<file path="src/rtl/lzc_norm_pkg.sv">
// Shared types and constants for the lzc_norm_seq normalization sequencer.
// Holds the FSM state enum, the chunk width and the chunk-count helper.
package lzc_norm_pkg;

  typedef enum logic [1:0] {
    IDLE,
    SCAN,
    SHIFT,
    DONE
  } state_t;

  localparam int CHUNK_W = 16;

  function automatic int chunks(input int width);
    return width / CHUNK_W;
  endfunction

endpackage

</file>
<file path="src/rtl/lzc_norm_seq_if.sv">
// Operand/result handshake bundle for lzc_norm_seq.
// slave is the sequencer side, master is the producer/consumer side.
interface lzc_norm_seq_if #(
  parameter int WIDTH = 48,
  parameter int EXP_W = 8,
  parameter int LZC_W = $clog2(WIDTH + 1)
);

  logic             i_valid;
  logic             o_ready;
  logic [WIDTH-1:0] i_mant;
  logic [EXP_W-1:0] i_exp;
  logic             o_valid;
  logic             i_ready;
  logic [WIDTH-1:0] o_mant;
  logic [EXP_W-1:0] o_exp;
  logic [LZC_W-1:0] o_lzc;
  logic             o_zero;
  logic             o_underflow;

  modport master (
    output i_valid,
    output i_mant,
    output i_exp,
    output i_ready,
    input  o_ready,
    input  o_valid,
    input  o_mant,
    input  o_exp,
    input  o_lzc,
    input  o_zero,
    input  o_underflow
  );

  modport slave (
    input  i_valid,
    input  i_mant,
    input  i_exp,
    input  i_ready,
    output o_ready,
    output o_valid,
    output o_mant,
    output o_exp,
    output o_lzc,
    output o_zero,
    output o_underflow
  );

endinterface

</file>
<file path="src/rtl/lzc_norm_seq_lzc16.sv">
// Combinational 16-bit leading-zero counter, result 0..16.
// Shared by the sequencer across all mantissa chunks.
module lzc16 (
  input  logic [15:0] d,
  output logic [4:0]  cnt
);

  // Scan LSB to MSB so the highest set bit writes last and wins.
  always_comb begin
    cnt = 5'd16;
    for (int i = 0; i < 16; i++) begin
      if (d[i]) cnt = 5'(15 - i);
    end
  end

endmodule

</file>
<file path="src/rtl/lzc_norm_seq.sv">
// Multi-cycle mantissa normalizer: one 16-bit chunk scanned per cycle.
// Build with LZC_NORM_SUBNORMAL_EN to emit subnormals instead of flushing.
module lzc_norm_seq #(
  parameter int WIDTH = 48,
  parameter int EXP_W = 8,
  parameter int LZC_W = $clog2(WIDTH + 1)
) (
  input logic            i_clk,
  input logic            i_rst,
  lzc_norm_seq_if.slave  bus
);

  import lzc_norm_pkg::*;

  localparam int CHUNKS = chunks(WIDTH);
  localparam int IDX_W  = (CHUNKS > 1) ? $clog2(CHUNKS) : 1;
  localparam int CMP_W  = (LZC_W > EXP_W + 1) ? LZC_W : EXP_W + 1;

  state_t state;
  state_t state_nx;

  logic [WIDTH-1:0] mant;
  logic [EXP_W-1:0] exp_q;
  logic [LZC_W-1:0] cnt;
  logic [IDX_W-1:0] idx;

  logic [CHUNK_W-1:0] chunk;
  logic [4:0]         chunk_lzc;
  logic               chunk_nz;

  logic [CMP_W-1:0] lzc_ext;
  logic [CMP_W-1:0] exp_ext;
  logic             is_zero;
  logic             uf;

  logic [WIDTH-1:0] res_mant;
  logic [EXP_W-1:0] res_exp;
  logic             res_uf;

  logic             ready;
  logic             valid;

  logic [WIDTH-1:0] o_mant_q;
  logic [EXP_W-1:0] o_exp_q;
  logic [LZC_W-1:0] o_lzc_q;
  logic             o_zero_q;
  logic             o_uf_q;

  assign chunk    = mant[int'(idx) * CHUNK_W +: CHUNK_W];
  assign chunk_nz = |chunk;

  lzc16 u_lzc16 (
    .d   (chunk),
    .cnt (chunk_lzc)
  );

  // State register.
  always_ff @(posedge i_clk or posedge i_rst) begin
    if (i_rst) state <= IDLE;
    else       state <= state_nx;
  end

  // Next state and handshake outputs.
  always_comb begin
    state_nx = state;
    ready    = 1'b0;
    valid    = 1'b0;
    unique case (state)
      IDLE: begin
        ready = 1'b1;
        if (bus.i_valid) state_nx = SCAN;
      end
      SCAN: begin
        if (chunk_nz || idx == '0) state_nx = SHIFT;
      end
      SHIFT: begin
        state_nx = DONE;
      end
      DONE: begin
        valid = 1'b1;
        if (bus.i_ready) state_nx = IDLE;
      end
      default: state_nx = IDLE;
    endcase
  end

  assign lzc_ext = CMP_W'(cnt);
  assign exp_ext = CMP_W'(exp_q);
  assign is_zero = (cnt == LZC_W'(WIDTH));
  assign uf      = (lzc_ext >= exp_ext);

`ifdef LZC_NORM_SUBNORMAL_EN
  logic [EXP_W-1:0] sub_sh;
  assign sub_sh = (exp_q == '0) ? '0 : exp_q - 1'b1;
`endif

  // Shift and exponent adjust from the final count.
  always_comb begin
    res_mant = '0;
    res_exp  = '0;
    res_uf   = 1'b0;
    if (!is_zero && !uf) begin
      res_mant = mant << cnt;
      res_exp  = EXP_W'(exp_ext - lzc_ext);
    end else if (!is_zero) begin
      res_uf = 1'b1;
`ifdef LZC_NORM_SUBNORMAL_EN
      res_mant = mant << sub_sh;
`endif
    end
  end

  // Operand capture, chunk scan accumulation and result registers.
  always_ff @(posedge i_clk or posedge i_rst) begin
    if (i_rst) begin
      mant     <= '0;
      exp_q    <= '0;
      cnt      <= '0;
      idx      <= '0;
      o_mant_q <= '0;
      o_exp_q  <= '0;
      o_lzc_q  <= '0;
      o_zero_q <= 1'b0;
      o_uf_q   <= 1'b0;
    end else begin
      unique case (state)
        IDLE: begin
          if (bus.i_valid) begin
            mant  <= bus.i_mant;
            exp_q <= bus.i_exp;
            cnt   <= '0;
            idx   <= IDX_W'(CHUNKS - 1);
          end
        end
        SCAN: begin
          if (chunk_nz) begin
            cnt <= cnt + LZC_W'(chunk_lzc);
          end else begin
            cnt <= cnt + LZC_W'(CHUNK_W);
            if (idx != '0) idx <= idx - 1'b1;
          end
        end
        SHIFT: begin
          o_mant_q <= res_mant;
          o_exp_q  <= res_exp;
          o_lzc_q  <= cnt;
          o_zero_q <= is_zero;
          o_uf_q   <= res_uf;
        end
        default: ;
      endcase
    end
  end

  assign bus.o_ready     = ready;
  assign bus.o_valid     = valid;
  assign bus.o_mant      = o_mant_q;
  assign bus.o_exp       = o_exp_q;
  assign bus.o_lzc       = o_lzc_q;
  assign bus.o_zero      = o_zero_q;
  assign bus.o_underflow = o_uf_q;

endmodule

</file>
<file path="src/flat_wrapper.sv">
// flat-port wrapper written by rule: the top's interface ports become plain ports
module lzc_norm_seq_flat import lzc_norm_pkg::*;
#(
  parameter int WIDTH = 48,
  parameter int EXP_W = 8,
  parameter int LZC_W = $clog2(WIDTH + 1)
)
  (i_clk, i_rst, bus_i_valid, bus_i_mant, bus_i_exp, bus_i_ready, bus_o_ready, bus_o_valid, bus_o_mant, bus_o_exp, bus_o_lzc, bus_o_zero, bus_o_underflow);
  lzc_norm_seq_if #(.WIDTH(WIDTH), .EXP_W(EXP_W), .LZC_W(LZC_W)) bus_i ();
  input logic i_clk;
  input logic i_rst;
  input wire logic [$bits(bus_i.i_valid)-1:0] bus_i_valid;
  input wire logic [$bits(bus_i.i_mant)-1:0] bus_i_mant;
  input wire logic [$bits(bus_i.i_exp)-1:0] bus_i_exp;
  input wire logic [$bits(bus_i.i_ready)-1:0] bus_i_ready;
  output wire logic [$bits(bus_i.o_ready)-1:0] bus_o_ready;
  output wire logic [$bits(bus_i.o_valid)-1:0] bus_o_valid;
  output wire logic [$bits(bus_i.o_mant)-1:0] bus_o_mant;
  output wire logic [$bits(bus_i.o_exp)-1:0] bus_o_exp;
  output wire logic [$bits(bus_i.o_lzc)-1:0] bus_o_lzc;
  output wire logic [$bits(bus_i.o_zero)-1:0] bus_o_zero;
  output wire logic [$bits(bus_i.o_underflow)-1:0] bus_o_underflow;
  assign bus_i.i_valid = bus_i_valid;
  assign bus_i.i_mant = bus_i_mant;
  assign bus_i.i_exp = bus_i_exp;
  assign bus_i.i_ready = bus_i_ready;
  assign bus_o_ready = bus_i.o_ready;
  assign bus_o_valid = bus_i.o_valid;
  assign bus_o_mant = bus_i.o_mant;
  assign bus_o_exp = bus_i.o_exp;
  assign bus_o_lzc = bus_i.o_lzc;
  assign bus_o_zero = bus_i.o_zero;
  assign bus_o_underflow = bus_i.o_underflow;
  lzc_norm_seq #(.WIDTH(WIDTH), .EXP_W(EXP_W), .LZC_W(LZC_W)) u_core (.i_clk(i_clk), .i_rst(i_rst), .bus(bus_i));
endmodule
</file>
<file path="config.mk">
export PLATFORM = sky130hd
export DESIGN_NAME = lzc_norm_seq_flat
export DESIGN_NICKNAME = d
export VERILOG_FILES = /design/src/rtl/lzc_norm_pkg.sv /design/src/rtl/lzc_norm_seq_if.sv /design/src/rtl/lzc_norm_seq_lzc16.sv /design/src/rtl/lzc_norm_seq.sv /design/src/flat_wrapper.sv
export SDC_FILE = /design/constraint.sdc
export NUM_CORES = 1
export LEC_CHECK = 0
export BUFFER_PORTS_ARGS = -buffer_cell sky130_fd_sc_hd__buf_2
export CORE_MARGIN = 3
export CORE_UTILIZATION = 59
export CTS_CLUSTER_DIAMETER = 40
export CTS_CLUSTER_SIZE = 20
export DETAILED_ROUTE_END_ITERATION = 10
export GPL_TIMING_DRIVEN = 0
export PLACE_DENSITY = 0.79
export SLEW_MARGIN = 5
export SYNTH_ARGS = -nofsm -noshare
export SYNTH_HDL_FRONTEND = slang
export SYNTH_SLANG_ARGS = --single-unit
</file>
<file path="constraint.sdc">
create_clock -name i_clk -period 4.79 [get_ports i_clk]
set_input_delay 0.2395 -clock i_clk [delete_from_list [all_inputs] [get_ports i_clk]]
set_output_delay 0.2395 -clock i_clk [all_outputs]
set_load 0.1 [all_outputs]
</file>
==> results by group <==
Status
  – Status: complete, no violations

Synth
  – Ys flop type: dfrtp_1
  – Synth Net Count: 894
  – Synth area leader: dfrtp_1
  – Synth Cell Area: 9050 um^2
  – Number of synthesized flops with an enable pin: 0
  – Top post-synthesis cells by area: dfrtp_1 36%, mux4_2 13%, mux2_2 11%
  – Syn avg cell area: 11.1 um^2
  – Yosys cell types: 67
  – Asr flop ratio synth: 100%
  – Synth cell count leaders: 130 x dfrtp_1, 87 x mux2_2, 74 x mux2i_1
  – Post-synthesis sequential area ratio: 36.0%
  – Most frequent cell after synthesis: dfrtp_1
  – Mapped Cells: 815
  – Post-synthesis register bit count: 130
  – YS warnings: 0
  – Top cell type's share of synthesized area: 36.0%

Route
  – Wirelength per Cell: 24.9 um
  – Drt initial violations: 1298
  – Vias: 8053
  – DRC: 0
  – WL final: 28.8 mm
  – Final ANT Viol Nets: 0
  – DR vias/cell: 6.97
  – DRT Pass-1 Iters: 6

Timing
  – Hold_ws: 0.0451 ns
  – Final setup margin: 0.347 ns
  – Least-Margin Pin Slew: 0.995 ns
  – RSZ-0062 raised after global routing: false
  – Clk_skew: 0.0131 ns
  – Pins Over Slew Limit: 0
  – # setup viols final: 0
  – Hold Vio Cnt, Final: 0
  – Post-route minimum period: 4.44 ns
  – Fin crit share: 92.8%
  – Slew HR: 33.3%
  – Fin Setup TNS: 0 ns
  – Max Clk Rate: 0.225 GHz

Cells and area
  – Ant. Diodes: 0
  – Synth-to-layout area growth: 16.1%
  – Layout cells sized above 1: 32.9%
  – Final nets: 1038
  – Filler cells: 1131
  – Final Cell Area: 10500 um^2

GRT
  – Vias in the first global route: 7868
  – GRT overflow: 0
  – First-pass GRT wire length: 44.8 mm
  – Largest net degree at the start of global routing: 70
  – Initial antenna violation count: 0
  – Global Route Usage Sum: 34.9%

Placed design
  – # port buffers: 125
  – Placed instance area: 9930 um^2
  – RD Place Congestion: 1.03
  – Dpl ws: -0.0349 ns
  – Dpl hpwl: 21.8 mm

Clock tree
  – CTS Buf Count: 17
  – Clock latency at the later pin of the worst-skew pair: 0.43 ns
  – Clock transition at path regs: 0.06 ns
  – Clk sink count: 130
  – Buffers from clock root to sink, at most: 2
  – CTS root buf: clkbuf_16
  – Post-CTS Setup Repair Bufs: 0
  – CTS tree: built
  – CTS HTree Levels: 4

Die
  – Die height: 130 um
  – I/O pin count: 126
  – Site row count: 44
  – Die Area: 16900 um^2
  – Core box area: 14800 um^2
  – DIE WIDTH: 130 um
  – Initial Utilization: 61.3%

Worst setup path
  – Arrival @ worst endpoint: 4.70 ns
  – Worst EP required: 5.05 ns
  – Crit path max fanout: 19
  – Type of origin of the critical path: flop
  – Worst Setup End Kind: flop
  – Reg2Reg Depth: 13
  – WS Path Type: reg -> reg

Run
  – Max_cap viols: 0

Worst hold path
  – WHS Path Cells: 2
  – Hold Path Class: in -> reg
==> placed cells by master, fill, tap and decap left out, drive strengths merged, types with 9 or more instances in the layout <==
cell type	instances
buf	151
dfrtp	130
mux2	88
mux2i	74
clkbuf	61
nand2	60
nor2	55
mux4	51
o2bb2ai	40
a21oi	32
inv	23
o21ai	18
ha	17
o221ai	15
nor2b	11
a211oi	11
clkinv	10
a31oi	9
a22o	9
==> worst max-delay path: stages, from the launching register on <==
cell	delay (ns)
dfrtp_1	0.36
buf_2	0.50
inv_2	0.22
buf_1	0.31
clkbuf_2	0.28
ha_1	0.40
a211oi_1	0.31
o21ai_0	0.18
a311o_1	0.29
clkbuf_1	0.24
nand2_1	0.14
clkbuf_1	0.37
clkbuf_1	0.44
o221ai_1	0.22
==> per-layer routing <==
metal / global-route usage [%] / wire [um]
met1: 46.9 / 11300
met4: 18.9 / 1900
met3: 7.78 / 2930
met2: 53.2 / 12600
met5: 0 / 0
==> what timing repair did <==
action	in CTS	in global routing
resized for setup	0	2
hold endpoints to repair	61	0
endpoints found under the setup margin	8	9
hold buffers	1	0
==> flip-flops by register name (all words and copies together), names as in the netlist <==
signal	count
u_core.bus.o_mant	48
u_core.idx	2
u_core.cnt	6
u_core.state	2
u_core.mant	48
u_core.exp_q	8
u_core.bus.o_lzc	6
u_core.bus.o_zero	1
u_core.bus.o_underflow	1
u_core.bus.o_exp	8
==> stage by stage <==
step                      util, %  std cells
after floorplan                 -        815
after global placement       67.1       1124
after detailed placement     67.3       1125
after CTS                    71.2       1157
after global routing         71.2       1156
final                        71.2       1156
==> final timing paths <==
kind | startpoint | to | slack [ns]
worst max-delay path | u_core.cnt[2]$_DFFE_PP0P_ | u_core.bus.o_mant[25]$_DFFE_PP0P_ | 0.35
worst min-delay path | bus_i_mant[1] | u_core.mant[1]$_DFFE_PP0P_ | 0.05
worst max register to register | u_core.cnt[2]$_DFFE_PP0P_ | u_core.bus.o_mant[25]$_DFFE_PP0P_ | 0.35
worst min register to register | u_core.bus.o_mant[4]$_DFFE_PP0P_ | u_core.bus.o_mant[4]$_DFFE_PP0P_ | 0.48
max in group asynchronous | i_rst | u_core.mant[36]$_DFFE_PP0P_ | 3.61
min in group asynchronous | i_rst | u_core.bus.o_mant[9]$_DFFE_PP0P_ | 0.43
==> kinds of logic (layout without fill, tap and decap cells) <==
family	after synthesis	after routing	share of synthesized area, %
AOI/OAI and AO/OA	200	200	16.8
and+or+nand+nor	154	154	7.57
buffers and inverters	91	248	4.27
adders and majority gates	19	19	2.79
DFF	130	130	36.0
muxes	213	213	31.9
xor gates and xnor gates	8	8	0.775
==> area by class of cell <==
class                   count  area, um^2  area share (%)
repair buffers            127         663            6.31
clock buffers              21         460            4.38
well taps                 184         230            2.19
plain buffers              65         285            2.72
clock inverters            11         105            1.00
flip-flops and latches    130        3250            31.0
inverters                  24         100           0.953
multi-input cells         594        5410            51.5
Power is not shown: default switching activity piles up to over one toggle a cycle in this logic, so the estimate is an artifact.
